===== config.mk =====
export PLATFORM = sky130hd
export DESIGN_NAME = masked_add_seq
export DESIGN_NICKNAME = d
export VERILOG_FILES = /design/src/rtl/masked_add_seq.sv
export SDC_FILE = /design/constraint.sdc
export NUM_CORES = 1
export LEC_CHECK = 0
export BUFFER_PORTS_ARGS = -buffer_cell sky130_fd_sc_hd__buf_2
export CAP_MARGIN = 20
export CORE_ASPECT_RATIO = 0.7
export CORE_MARGIN = 5
export CORE_UTILIZATION = 50
export CTS_CLUSTER_SIZE = 20
export DETAILED_ROUTE_END_ITERATION = 10
export PLACE_DENSITY = 0.73
export SYNTH_ARGS = -nofsm -noshare
export SYNTH_HDL_FRONTEND = slang
export SYNTH_SLANG_ARGS = --single-unit

===== constraint.sdc =====
create_clock -name clk -period 5.15 [get_ports clk]
set_input_delay 0.2575 -clock clk [delete_from_list [all_inputs] [get_ports clk]]
set_output_delay 0.2575 -clock clk [all_outputs]
set_load 0.01 [all_outputs]

===== src/rtl/masked_add_seq.sv =====
// Two-share masked adder, one N-bit limb per cycle; result after K cycles in DONE.
// Valid/ready on both sides: request taken only in IDLE, result held until out_ready.
module masked_add_seq #(
   parameter int N = 4,
   parameter int K = 4
) (
   input  logic             clk,
   input  logic             rst,
   input  logic             clear,
   input  logic             in_valid,
   output logic             in_ready,
   input  logic [N*K-1:0]   a0,
   input  logic [N*K-1:0]   a1,
   input  logic [N*K-1:0]   b0,
   input  logic [N*K-1:0]   b1,
   input  logic             c_in,
   input  logic [N*K:0]     rnd,
   output logic             out_valid,
   input  logic             out_ready,
   output logic [N*K:0]     sum0,
   output logic [N*K:0]     sum1,
   output logic             busy
);

   localparam int W  = N * K;
   localparam int IW = (K > 1) ? $clog2(K) : 1;

   typedef enum logic [1:0] {IDLE, RUN, DONE} state_t;

   state_t         state;
   logic [W-1:0]   a0_r, a1_r, b0_r, b1_r;
   logic [W:0]     rnd_r;
   logic [W:0]     result;
   logic           carry;
   logic [IW-1:0]  idx;

   logic [31:0]    base;
   logic [N-1:0]   a_limb, b_limb;
   logic [N:0]     limb_sum;
   logic           last;
   logic [W:0]     res_nxt;

   assign base = 32'(idx) * 32'(N);
   assign last = (idx == IW'(K - 1));

   // Shares are only recombined here, one limb at a time.
   always_comb begin
      a_limb   = a0_r[base +: N] ^ a1_r[base +: N];
      b_limb   = b0_r[base +: N] ^ b1_r[base +: N];
      limb_sum = {1'b0, a_limb} + {1'b0, b_limb} + {{N{1'b0}}, carry};
      res_nxt  = result;
      res_nxt[base +: N] = limb_sum[N-1:0];
      if (last)
         res_nxt[W] = limb_sum[N];
   end

   always_ff @(posedge clk or posedge rst) begin
      if (rst) begin
         state  <= IDLE;
         a0_r   <= '0;
         a1_r   <= '0;
         b0_r   <= '0;
         b1_r   <= '0;
         rnd_r  <= '0;
         result <= '0;
         carry  <= 1'b0;
         idx    <= '0;
         sum0   <= '0;
         sum1   <= '0;
      end else if (clear) begin
         state  <= IDLE;
         rnd_r  <= '0;
         result <= '0;
         carry  <= 1'b0;
         idx    <= '0;
         sum0   <= '0;
         sum1   <= '0;
      end else begin
         case (state)
            IDLE: begin
               if (in_valid) begin
                  a0_r   <= a0;
                  a1_r   <= a1;
                  b0_r   <= b0;
                  b1_r   <= b1;
                  rnd_r  <= rnd;
                  carry  <= c_in;
                  result <= '0;
                  idx    <= '0;
                  state  <= RUN;
               end
            end
            RUN: begin
               result <= res_nxt;
               carry  <= limb_sum[N];
               if (last) begin
                  // Outputs are remasked on the final limb edge so DONE presents registered shares.
                  sum0  <= res_nxt ^ rnd_r;
                  sum1  <= rnd_r;
                  idx   <= '0;
                  state <= DONE;
               end else begin
                  idx <= idx + 1'b1;
               end
            end
            DONE: begin
               if (out_ready)
                  state <= IDLE;
            end
            default: state <= IDLE;
         endcase
      end
   end

   assign in_ready  = (state == IDLE);
   assign out_valid = (state == DONE);
   assign busy      = (state == RUN);

endmodule

# == Word level (Yosys, flattened, before mapping) ==
# Index checks and enable logic that the tools add are counted.
# word_totals
reg_bits,137
input_bits,87
out_inout_bits,37
word_cells,68
# classes
n_addsub,4
n_eq_ne,6
n_shift,6
muxes,26
bitwise,4
n_reduce_logical,11
# op_table
operator,n
17-bit two-way mux,11
16-bit by 5-bit indexed part select with 4-bit output,4
4-bit negation with 34-bit output,1
17-bit one-hot mux with 2 select lines,1
4-bit by 34-bit variable shift with 17-bit output (first input constant),1
4-bit by 34-bit indexed part select with 17-bit output,1
17-bit bitwise mux,1
17-bit XOR,1
2-bit two-way mux,7
2-bit nonzero test,4
4-bit XOR,2
3-bit by 2-bit inequality test with 1-bit output (second input constant),2
2-bit one-hot mux with 3 select lines,1
2-bit AND reduction,3
3-bit AND reduction,2
4-bit by 4-bit adder with 5-bit output,1
5-bit by 1-bit adder with 5-bit output,1
2-bit equality test (second input constant),2
2-bit one-hot mux with 2 select lines,1
1-bit two-way mux,3
3-bit inequality test (second input constant),1
3-bit nonzero test,1
2-bit by 1-bit adder with 2-bit output (second input constant),1
2-bit by 1-bit equality test with 1-bit output (second input constant),1
other kinds (3),3

# == Longest topological paths before layout ==
# Gate-level depths: netlist of run 1.
# depth
ltp_word,11
ltp_mapped,10
ltp_nobuf,9

# == Worst setup path after synthesis of run 1 ==
# OpenSTA, ideal clock, no wires.
# synth_path
kind,register -> register
from,register idx[0]
to,register sum0[5]
setup_time_ns,0.127
t_arrival_ns,2.869
required_time_ns,5.023
slack_ns,2.153
path_stages_with_launch,11
path_buffers,1
synth_period_minus_slack_ns,2.997
cell_sequence,dfrtp_1 -> buf_2 -> inv_2 -> mux4_2 -> fa_1 -> inv_1 -> fa_1 -> nor2b_1 -> a41oi_1 -> xor2_1 -> o21ai_0
# synth_between
elab_chain_cells,10
word_cells_on_any_way,19
cone_classes,add/sub (3); eq/ne (1); shift (6); mux (4); bitwise (3); reduce/logical (2)
# synth_lines
element,line,text
"start, declared",35,logic [IW-1:0] idx;
"start signal, assigned",103,idx <= idx + 1'b1;
"16-bit by 5-bit indexed part select with 4-bit output, on equally long branches","48, 49",
"4-bit XOR, on equally long branches","48, 49",
4-bit by 4-bit adder with 5-bit output,50,"limb_sum = {1'b0, a_limb} + {1'b0, b_limb} + {{N{1'b0}}, carry};"
5-bit by 1-bit adder with 5-bit output,50,
4-bit by 34-bit indexed part select with 17-bit output,52,res_nxt[base +: N] = limb_sum[N-1:0];
17-bit bitwise mux,52,
17-bit XOR,98,sum0 <= res_nxt ^ rnd_r;
17-bit two-way mux,96,if (last) begin
17-bit two-way mux,79,case (state)
17-bit two-way mux,70,end else if (clear) begin
"end signal, assigned",98,
"end, declared",20,"output logic [N*K:0] sum0,"
# Parallel ways exist; a longest one is shown, timed or not. The select of a mux whose other input is x is not followed.
# A chain may end at the register's enable or synchronous reset.

# == Final worst setup path of run 1 ==
# Ends and elaborated chain as after synthesis.

==> results.toml, run 1 <==
[timing]
slew_headroom = 0.275
setup_ws_ns = 1.89
rsz0062_at_grt = "false"
fin_crit_sh = 0.634
timing.fmax_mhz = 306
fin_tns_setup_ns = 0
hold_viol = 0
finalSetupViolations = 0
tightest_slew_ns = 1.08
skew_ns = 0.00803
fin_crit_ns = 3.26
slew_violations = 0

[drt]
drc = 0
antenna_left = 0
finalWirelength_mm = 15.6
viasPerCell = 5.66
drtIter0Drc = 308
vias = 4618
dr.pass1.iters = 5
avgRoutedWirePerCell_um = 19.1

[synthesis]
yosysWarnings = 0
synth_common_cells = "dfrtp_1, mux2_2, nand2_1, xor2_1, o21ai_0"
syn_area_sq_um = 6430
syn_avg_cell_area_sq_um = 12.2
synth_most_common_cell = "dfrtp_1"
ys_types = 52
synth-seq-cells = 136
synth_top_area_frac = 0.529
syn-num-nets = 624
async_reset_ff_frac = 1.00
synth-edff-count = 0
synth_area_leader_cell = "dfrtp_1"
seq_area_frac_synth = 0.529
synthCells = 526
synth_ff_type = "dfrtp_1"
synth.area.top_cells = "dfrtp_1, mux2_2, xor2_1"

[clock_tree]
cts.sink_count = 136
clockBufferDepth = 2
cts_buffers = 17
clk_latency_ns = 0.41
ctsResizeCount = 0
htree_levels = 4
clkTransAtPathRegs_ns = 0.06
cts-root-buf = "clkbuf_16"
cts_tree = "done"
cts_hold_buf = 0
cts_setup_buffers = 0

[flow_run]
maxCapViolations = 0

[placement]
dp_hpwl_mm = 11.0
postPlaceCellArea_sq_um = 7120
detailedPlace.worstSlack_ns = 1.89
routabilityCongestion = 0.917
io_buffer_count = 123

[grt]
grt_pass1_vias = 4853
grt_pass1_wl_mm = 25.8
grt_usage = 0.212
grt-ovfl-total = 0
grt_max_degree = 85
antenna_found_initial = 0

[power_and_ir_drop]
power_density_nw_per_um2 = 431
p_leak_uw = 0.00357
ir_drop_uv = 299

[worst_setup_path]
required_ns = 5.42
reg2reg_from = "idx[0]"
cp_data_arrival_time_ns = 3.54
startpoint = "idx[0]"
cp_max_fo = 15
setup.worst_path.start_class = "flop"
criticalPathCategory = "flop to flop"
end_kind = "flop"

[die]
io_pins = 124
rows = 34
core_area_sq_um = 12500
die_y_um = 105
die_x_um = 146
start_util = 0.514
die_area_sq_um = 15300

[finish]
nFillCells = 1022
stdcell_area_sq_um = 7740
antenna_cells = 0
area_delta_synth_final_pct = 20.5
utilization = 0.619
fin_nets = 741
drive_above_1_share = 0.358

[outcome]
outcome = "finished clean"

[worst_hold_path]
worstHoldPathType = "primary input to asynchronous set/reset pin"
-- per-stage QoR --
step	hold WS, ns	total power, uW	cells
final	0.00329	3340	816
after detailed placement	0.459	2060	786
after floorplan	0.392	1860	526
after global placement	0.442	2030	786
after global routing	0.0496	3500	816
after CTS	0.0216	3360	816
-- worst max-delay path, cell delays in order, from the launching register on --
cell     delay, ns
dfrtp_1       0.53
inv_2         0.35
mux4_2        0.58
fa_1          0.41
inv_1         0.08
fa_1          0.44
nor2b_1       0.19
a41oi_1       0.30
xor2_1        0.16
o21ai_0       0.08
-- state kept, by name, indices dropped and copies added, names as in the netlist --
signal,flops
a0_r,16
a1_r,16
b0_r,16
b1_r,16
carry,1
idx,2
result,16
rnd_r,17
state,2
sum0,17
sum1,17
-- layout by cell type (no fill, tap or decap), drive strengths merged, types with 3 or more instances in the layout --
master	count
dfrtp	136
buf	128
mux2	64
nand2	49
xor2	32
o21ai	29
a21oi	22
a22o	20
clkbuf	19
nand3b	17
nor2b	17
xnor2	14
nor2	11
inv	11
ha	9
mux4	8
o22ai	6
a31oi	6
clkinv	5
and3b	4
a32o	4
nor4b	4
bufinv	4
nand4bb	3
nand2b	3
-- power by group --
group | switching (uW) | internal (uW) | total, uW
Sequential | 96.1 | 1200 | 1300
Combinational | 397 | 358 | 754
Clock | 455 | 832 | 1290
Total | 948 | 2390 | 3340
-- logic make-up (layout without fill, tap and decap cells) --
logic type | Yosys count | after routing | share of synthesized area
compound gates | 102 | 102 | 0.106
xor+xnor | 46 | 46 | 0.0627
fa+ha+maj | 11 | 11 | 0.0237
buf+inv | 40 | 168 | 0.0321
flops | 136 | 136 | 0.529
mux | 72 | 72 | 0.140
simple gates | 119 | 119 | 0.106
-- worst paths after layout --
path | to | slack (ns) | cells after the start
setup / recovery | sum0[5] | 1.89 | 9
hold / removal | a1_r[8] | 0.003 | 2
setup reg to reg | sum0[5] | 1.89 | 9
hold reg to reg | result[12] | 0.48 | 2
max in group asynchronous | result[13] | 3.97 | 3
min in group clk | a0_r[5] | 0.06 | 2
-- area by class of cell --
cell class | count | area [sq um] | share of cell area
inverters | 10 | 42.5 | 0.00549
clock buffers | 19 | 453 | 0.0585
clock inverters | 11 | 173 | 0.0223
well taps | 162 | 203 | 0.0262
multi-input cells | 350 | 2820 | 0.364
repair buffers | 128 | 653 | 0.0843
flip-flops and latches | 136 | 3400 | 0.439
-- per-layer routing --
layer | vias to the layer above | global-route usage | routed length [um]
li1 | 2122 | - | -
met1 | 2283 | 0.292 | 6880
met2 | 184 | 0.320 | 7230
met3 | 29 | 0.0775 | 1270
met4 | 0 | 0.0559 | 220
met5 | - | 0 | 0
Note: power is estimated with default switching activity, not from simulation.
==> run 2, diff against run 1 <==
ABC_AREA = 1   (was not set)
clock period = 3.1 ns   (was 5.15 ns; I/O delays follow)
==> results.toml, run 2 <==
[timing]
fin_crit_ns = 2.87
rsz0062_at_grt = "false"
finalSetupViolations = 0
fin_tns_setup_ns = 0
timing.fmax_mhz = 349
hold_viol = 0
slew_headroom = 0.462
tightest_slew_ns = 0.805
fin_crit_sh = 0.925
slew_violations = 0
skew_ns = 0.00851

[finish]
utilization = 0.691
drive_above_1_share = 0.220
layout_common_cells = "dfrtp_1, buf_2, nand2_1, dlygate4sd3_1, o21ai_0"
fin_nets = 969
nFillCells = 895
antenna_cells = 0
area_delta_synth_final_pct = 34.2
layout_commonest_cell = "dfrtp_1"
stdcell_count = 1045

[worst_setup_path]
required_ns = 3.40
reg2reg_from = "idx[0]"
cp_top_family = "adder cells"
setup.worst_path.start_class = "flop"
cp_num_buf_inv = 3
crit_path_top_delay_cell = "fa_1"
cp_max_fo = 16
end_kind = "flop"
criticalPathCategory = "flop to flop"
startpoint = "idx[0]"
cp_cell_sequence = "buf_4 > o21ai_0 > o22ai_1 > xnor2_1 > fa_1 > inv_1 > fa_1 > inv_1 > nor3_1 > a22oi_1 > nand2_1 > nand2_1 > o21ai_1"
max_stage_delay_ns = 0.45
cp_data_arrival_time_ns = 3.17

[power_and_ir_drop]
p_leak_uw = 0.00415
internal-power_uw = 4020
pwr-share-seq = 0.377
ir_drop_uv = 492
switching_share = 0.289
p_switching_uw = 1630
power_density_nw_per_um2 = 655
clkPwrFrac = 0.410
pwr-share-comb = 0.212

[drt]
antenna_left = 0
dr.pass1.iters = 5
viasPerCell = 5.44
drc = 0
avgRoutedWirePerCell_um = 17.1
finalWirelength_mm = 17.9
drtIter0Drc = 579
vias = 5683

[synthesis]
synthCells = 671
syn-num-nets = 770
syn_area_sq_um = 6440
ys_types = 31
synth_area_leader_cell = "dfrtp_1"
syn_avg_cell_area_sq_um = 9.59
yosysWarnings = 0
synth_top_area_frac = 0.533
synth_ff_type = "dfrtp_1"
synth-edff-count = 0
synth_common_cells = "dfrtp_1, nand2_1, o21ai_0, inv_1, mux2_1"
synth_most_common_cell = "dfrtp_1"
synth-seq-cells = 137
async_reset_ff_frac = 1.00
synth.area.top_cells = "dfrtp_1, mux2_1, nand2_1"
seq_area_frac_synth = 0.533

[clock_tree]
cts_tree = "done"
ctsResizeCount = 0
cts_setup_buffers = 0
cts.sink_count = 137
clockBufferDepth = 2
clk_latency_ns = 0.42
cts_buffers = 17
clkTransAtPathRegs_ns = 0.06
cts-root-buf = "clkbuf_16"
htree_levels = 4

[grt]
use_met2 = 0.378
grt-ovfl-total = 0
use_met1 = 0.323
grt_pass1_vias = 5881
grt_use_met3 = 0.0593
busiest_layer = "met2"
antenna_found_initial = 0
grt_usage = 0.237
grt_max_degree = 70
grt_pass1_wl_mm = 29.4

[placement]
place_inst = 936
io_buffer_count = 123
dp_hpwl_mm = 11.6
routabilityCongestion = 0.861

[die]
die_x_um = 146
rows = 34
core_area_sq_um = 12500
io_pins = 124
die_area_sq_um = 15300
die_y_um = 105
start_util = 0.515

[worst_hold_path]
worstHoldPathType = "primary input to flop"
worstHoldStart = "rnd[1]"

[flow_run]
maxCapViolations = 0

[outcome]
outcome = "finished clean"
-- run 2: cell types whose count changed in the layout (fill, tap and decap cells not counted), moves of 26 or more --
cell | previous run | this run
o21ai_0 | 29 | 68
inv_1 | 7 | 66
nor2_1 | 9 | 48
mux2_1 | 6 | 50
nand3_1 | 2 | 39
dlygate4sd3_1 | 0 | 77
nand2_1 | 48 | 94
mux2_2 | 58 | 0
xor2_1 | 32 | 6
-- run 2: repair_timing --
item,4_1_cts,5_1_grt
hold endpoints to repair,109,0
hold buffers,77,0
endpoints found under the setup margin,0,0
-- run 2: tightest hold or removal path, delay by kind of cell --
| kind | cells | cell delay (ns) |
|---|---|---|
| AOI/OAI and AO/OA | 1 | 0.07 |
| buffers and inverters | 1 | 0.08 |
| and+or+nand+nor | 1 | 0.07 |
-- run 2: stage by stage --
stage	area [sq um]	power, uW	setup slack [ns]	hold WS [ns]
finish	8640	5660	0.231	0.00272
global route	8640	5920	0.0154	0.0142
CTS	8640	5650	0.300	0.00241
detailed placement	7190	3240	0.331	0.334
global placement	7190	3180	0.439	0.319
floorplan	6440	2890	0.414	0.262
-- run 2: layout make-up --
class,instances,area (sq um),share of cell area
clock buffer,19,443,0.0513
clock inverter,13,240,0.0278
tap,162,203,0.0235
multi-input combinational,424,2520,0.292
sequential,137,3430,0.397
inverter,77,293,0.0339
timing repair buffer,213,1510,0.175
-- run 2: cell families after synthesis --
| family | after synthesis | synth area share |
|---|---|---|
| and+or+nand+nor | 199 | 0.134 |
| AOI/OAI and AO/OA | 155 | 0.134 |
| DFF | 137 | 0.533 |
| buffers and inverters | 110 | 0.0752 |
| muxes | 50 | 0.0875 |
| adders and majority gates | 12 | 0.0257 |
| xor gates and xnor gates | 8 | 0.0109 |
-- run 2: final timing paths --
| kind | to | depth (start not counted) | slack [ns] |
|---|---|---|---|
| worst max-delay path | sum0[5] | 13 | 0.23 |
| worst min-delay path | rnd_r[1] | 3 | 0.003 |
| worst max register to register | sum0[5] | 13 | 0.23 |
| worst min register to register | sum1[2] | 2 | 0.48 |
| max in group asynchronous | a1_r[0] | 4 | 1.76 |
| min in group asynchronous | b1_r[3] | 3 | 0.43 |
-- run 2: power by group through the flow --
stage	Sequential [uW]	Combinational (uW)	Clock, uW
floorplan	2100	791	0
global placement	2150	1030	0
detailed placement	2160	1080	0
CTS	2130	1160	2360
global route	2150	1330	2440
finish	2130	1200	2320
-- run 2: per-layer routing --
metal / vias up / part of all wire
li1: 2639 / -
met1: 2743 / 0.44
met2: 263 / 0.47
met3: 38 / 0.070
met4: 0 / 0.018
met5: - / 0
